`config.mk`:
```
export PLATFORM = sky130hd
export DESIGN_NAME = mux8_rr_arbiter
export DESIGN_NICKNAME = d
export VERILOG_FILES = /design/src/rtl/mux8_rr_arbiter.sv
export SDC_FILE = /design/constraint.sdc
export NUM_CORES = 1
export LEC_CHECK = 0
export ABC_AREA = 1
export BUFFER_PORTS_ARGS = -buffer_cell sky130_fd_sc_hd__buf_2
export CAP_MARGIN = 20
export CORE_MARGIN = 2
export CORE_UTILIZATION = 30
export CTS_CLUSTER_DIAMETER = 120
export DETAILED_ROUTE_END_ITERATION = 16
export PLACE_DENSITY = 0.54
export SLEW_MARGIN = 20
export SYNTH_ARGS = -nofsm -noshare
export SYNTH_HDL_FRONTEND = slang
export SYNTH_SLANG_ARGS = --single-unit
```
`constraint.sdc`:
```
create_clock -name clk -period 3.35 [get_ports clk]
set_input_delay 0.8375 -clock clk [delete_from_list [all_inputs] [get_ports clk]]
set_output_delay 0.8375 -clock clk [all_outputs]
set_load 0.01 [all_outputs]
```
`src/rtl/mux8_rr_arbiter.sv`:
```
// mux8_rr_arbiter
// Round-robin arbiter that owns the select of an 8-to-1 byte mux. It grants one
// requester at a time for a burst of beats. It presents the selected byte
// downstream with a valid/ready handshake. A grant is released on an accepted
// last beat, on reaching MAX_BEATS beats, or when the grantee drops its request.
module mux8_rr_arbiter #(
    parameter int MAX_BEATS = 16
) (
    input  logic       clk,
    input  logic       rst_n,
    input  logic [7:0] req,
    input  logic [7:0] last,
    input  logic [7:0] I0,
    input  logic [7:0] I1,
    input  logic [7:0] I2,
    input  logic [7:0] I3,
    input  logic [7:0] I4,
    input  logic [7:0] I5,
    input  logic [7:0] I6,
    input  logic [7:0] I7,
    input  logic       o_ready,
    output logic [7:0] o,
    output logic       o_valid,
    output logic [7:0] gnt,
    output logic [2:0] s,
    output logic       busy
);

    localparam int CNT_W = (MAX_BEATS > 2) ? $clog2(MAX_BEATS) : 1;
    localparam logic [CNT_W-1:0] CNT_LAST = CNT_W'(MAX_BEATS - 1);

    typedef enum logic {
        IDLE = 1'b0,
        BUSY = 1'b1
    } state_t;

    state_t           state_q, state_d;
    logic [7:0]       gnt_q, gnt_d;
    logic [2:0]       s_q, s_d;
    logic [2:0]       ptr_q, ptr_d;
    logic [CNT_W-1:0] cnt_q, cnt_d;

    logic       win_found;
    logic [2:0] win_idx;
    logic [2:0] cand;
    logic       accept;

    // Search ptr+1, ptr+2, ... (wrapping) for the first active request.
    always_comb begin
        win_found = 1'b0;
        win_idx   = 3'd0;
        cand      = 3'd0;
        for (int k = 1; k <= 8; k++) begin
            cand = ptr_q + 3'(k);
            if (!win_found && req[cand]) begin
                win_found = 1'b1;
                win_idx   = cand;
            end
        end
    end

    // Byte mux driven by the registered select; valid only while the grantee still requests.
    always_comb begin
        case (s_q)
            3'd0:    o = I0;
            3'd1:    o = I1;
            3'd2:    o = I2;
            3'd3:    o = I3;
            3'd4:    o = I4;
            3'd5:    o = I5;
            3'd6:    o = I6;
            default: o = I7;
        endcase
        o_valid = (state_q == BUSY) && req[s_q];
    end

    assign accept = o_valid && o_ready;

    // Next-state logic: grant in IDLE, count beats and decide release in BUSY.
    always_comb begin
        state_d = state_q;
        gnt_d   = gnt_q;
        s_d     = s_q;
        ptr_d   = ptr_q;
        cnt_d   = cnt_q;
        case (state_q)
            IDLE: begin
                if (win_found) begin
                    s_d     = win_idx;
                    gnt_d   = 8'd1 << win_idx;
                    cnt_d   = '0;
                    state_d = BUSY;
                end
            end
            BUSY: begin
                if (!req[s_q] || (accept && (last[s_q] || cnt_q == CNT_LAST))) begin
                    gnt_d   = 8'd0;
                    ptr_d   = s_q;
                    cnt_d   = '0;
                    state_d = IDLE;
                end else if (accept) begin
                    cnt_d = cnt_q + 1'b1;
                end
            end
            default: begin
                state_d = IDLE;
                gnt_d   = 8'd0;
                cnt_d   = '0;
            end
        endcase
    end

    // State and grant registers; ptr resets to 7 so requester 0 wins first.
    always_ff @(posedge clk or negedge rst_n) begin
        if (!rst_n) begin
            state_q <= IDLE;
            gnt_q   <= 8'd0;
            s_q     <= 3'd0;
            ptr_q   <= 3'd7;
            cnt_q   <= '0;
        end else begin
            state_q <= state_d;
            gnt_q   <= gnt_d;
            s_q     <= s_d;
            ptr_q   <= ptr_d;
            cnt_q   <= cnt_d;
        end
    end

    assign gnt  = gnt_q;
    assign s    = s_q;
    assign busy = (state_q == BUSY);

endmodule

```
==> results.yml <==
timing:
  fmax_mhz: 342
  setup_tns_ps: 0
  hold_viol_final: 0
  setup_viol: 0
  drv_slew: 0
  rsz0062_at_grt: "false"
  worst-slew-pin-transition_ps: 596
  fin_crit_sh_pct: 87.3
  relSlewSlack_pct: 60.1
  finClkSkew_ps: 1.80
  period_needed_ps: 2920
  hold_slack_ps: 488
synth:
  ys_async_sr_fraction_pct: 100
  seq_area_frac_synth_pct: 21.4
  syn-instance-count: 354
  yosys_warnings: 0
  ys_types: 39
  synth_top_area_share_pct: 17.9
  post-synth-top-area-cell: "dfrtp_1"
  ys_ff_latch: 19
  syn_nets: 440
  synth_edf_count: 0
  synth.top_cells.by_area: "dfrtp_1 (18%), nand2_1 (15%), nand3_1 (14%)"
  synth_area_per_cell_um2: 6.33
  synth-main-ff-cell: "dfrtp_1"
  synth_area_mm2: 0.00224
critical_path:
  worstPathRequired_ps: 3480
  path_common_cell: "nand3_1"
  cp-end-kind: "flip-flop"
  crit_slowest_cell: "dfstp_2"
  cp_cell_sequence: "inv_2 > ha_1 > inv_2 > nand3_1 > nand3_1 > nand2_4 > nor2_8 > nand4_4 > nor2_4 > nand3_1 > o21ai_1 > nand2_1 > nand2_1 > o21ai_1"
  crit_fanout: 10
  r2r_cells: 14
  max_stage_delay_ps: 680
  cp_top_family: "simple AND/OR/NAND/NOR gates"
  critical_path_class: "reg2reg"
  critical_path_buf_inv_count: 2
  start_kind: "flip-flop"
  cp_num_cells: 14
  critPathArrivalTime_ps: 3060
global_route:
  overflow: 0
  antenna_found_initial: 0
  grt_max_degree: 20
  grt_pass1_vias: 2610
  grt_pass1_wl_um: 12400
  grt_usage_pct: 18.0
die:
  core_area_mm2: 0.00725
  initial_core_util_pct: 30.9
  die_h_um: 90.4
  row_count: 31
  ios: 104
  dieArea_mm2: 0.00817
  die_w_um: 90.4
cts:
  postCtsSetupBuffers: 0
  cts.sinks: 19
  cts_max_level: 1
  clk_pin_slew_ps: 70
  postCtsResizedCells: 0
  cts_made_buffers: 3
  clk_latency_ps: 250
  cts_tree: "done"
  cts_buffer_depth: 2
  hold_buffers: 0
  cts_root_buf: "clkbuf_8"
placement:
  port_buffers: 103
  gp_congestion: 0.898
  dp_cells: 553
  dp_hpwl_um: 6400
power:
  p_per_area_mw_per_mm2: 1140
  total_power_mw: 3.33
  p_leak_nw: 1.57
  irDropWorstVdd_uv: 328
routing:
  vias_per_cell: 4.84
  dr.pass1.iters: 4
  drt-total-wl_um: 7560
  wl_per_cell_um: 13.6
  initialDrtViolationCount: 145
  num_vias: 2695
  ant_nets: 0
  drc: 0
final_layout:
  mostFrequentLayoutCells: "buf_2 (103), nand2_1 (91), nand3_1 (61)"
  n_fill_cell: 796
  stdcell_count: 557
  ff_latch_area_um2: 479
  drive_gt1_share_pct: 32.5
  final_common_cell: "buf_2"
  nets: 545
  diodes: 0
  multi_input_area_mm2: 0.00153
  area_delta_synth_final_pct: 29.8
outcome:
  status: "completed"
worst_hold_path:
  holdPathStages: 2
  hold_class: "reg2reg"
job:
  drv_cap: 0
where the power goes:
group	internal [mW]	total, mW	leakage (nW)	switching, mW
logic	0.908	2.74	1.30	1.83
registers	0.323	0.435	0.244	0.112
clock network	0.0844	0.157	0.0228	0.0728
metrics by stage:
step | area, um^2 | util (%) | setup slack (ps)
after global placement | 2860 | 39.5 | 528
after CTS | 2910 | 40.1 | 438
after global routing | 2910 | 40.1 | 151
after floorplan | 2240 | - | 779
after detailed placement | 2860 | 39.5 | 457
final | 2910 | 40.1 | 425
worst min-delay path: stages (launching register included):
cell and delay, ps:
dfrtp_1 340, nand2_1 50, o21ai_1 60
Yosys cell counts (all sizes together), types with 6 or more instances:
cell      n
nand4    12
o21ai    21
a221oi    8
a22o      7
buf       6
dfrtp    16
a21oi    11
nand2   103
nor2     31
nand3    67
inv      44
layout make-up:
type                       instances  share of cell area [%]
multi-input combinational        282                    52.7
timing repair buffer             108                    19.0
sequential                        19                    16.5
inverter                          45                    5.98
tap                               99                    4.26
clock buffer                       4                    1.55
sequential cells by signal (all words and copies together), names as in the netlist:
| signal | flops |
|---|---|
| busy | 1 |
| s | 3 |
| cnt_q | 4 |
| gnt | 8 |
| ptr_q | 3 |
layer usage:
| layer | up-vias | GRT usage (%) | wire length, um |
|---|---|---|---|
| met4 | 0 | 3.08 | 59 |
| li1 | 1413 | - | - |
| met2 | 38 | 32.2 | 3810 |
| met1 | 1238 | 24.1 | 3560 |
| met3 | 6 | 1.34 | 137 |
| met5 | - | 0 | 0 |
worst paths after layout:
check / slack, ps / endpoint / startpoint
min reg2reg: 490 / gnt[0] / gnt[0]
min in group asynchronous: 520 / gnt[3] / rst_n
min: 490 / gnt[0] / gnt[0]
max: 430 / s[2] / ptr_q[1]
max reg2reg: 430 / s[2] / ptr_q[1]
max in group asynchronous: 2490 / ptr_q[1] / rst_n
cells by family (layout without fill, tap and decap cells):
group / count (synthesis) / count (layout) / share of synthesized area [%]
AND/OR/NAND/NOR: 215 / 215 / 47.4
AO/OA/AOI/OAI: 60 / 60 / 17.7
buffers and inverters: 53 / 157 / 10.2
flip-flops: 19 / 19 / 21.4
XOR/XNOR: 4 / 4 / 1.56
adder cells (fa/ha/maj): 3 / 3 / 1.68
No activity file was read; power rests on OpenSTA's default activity.
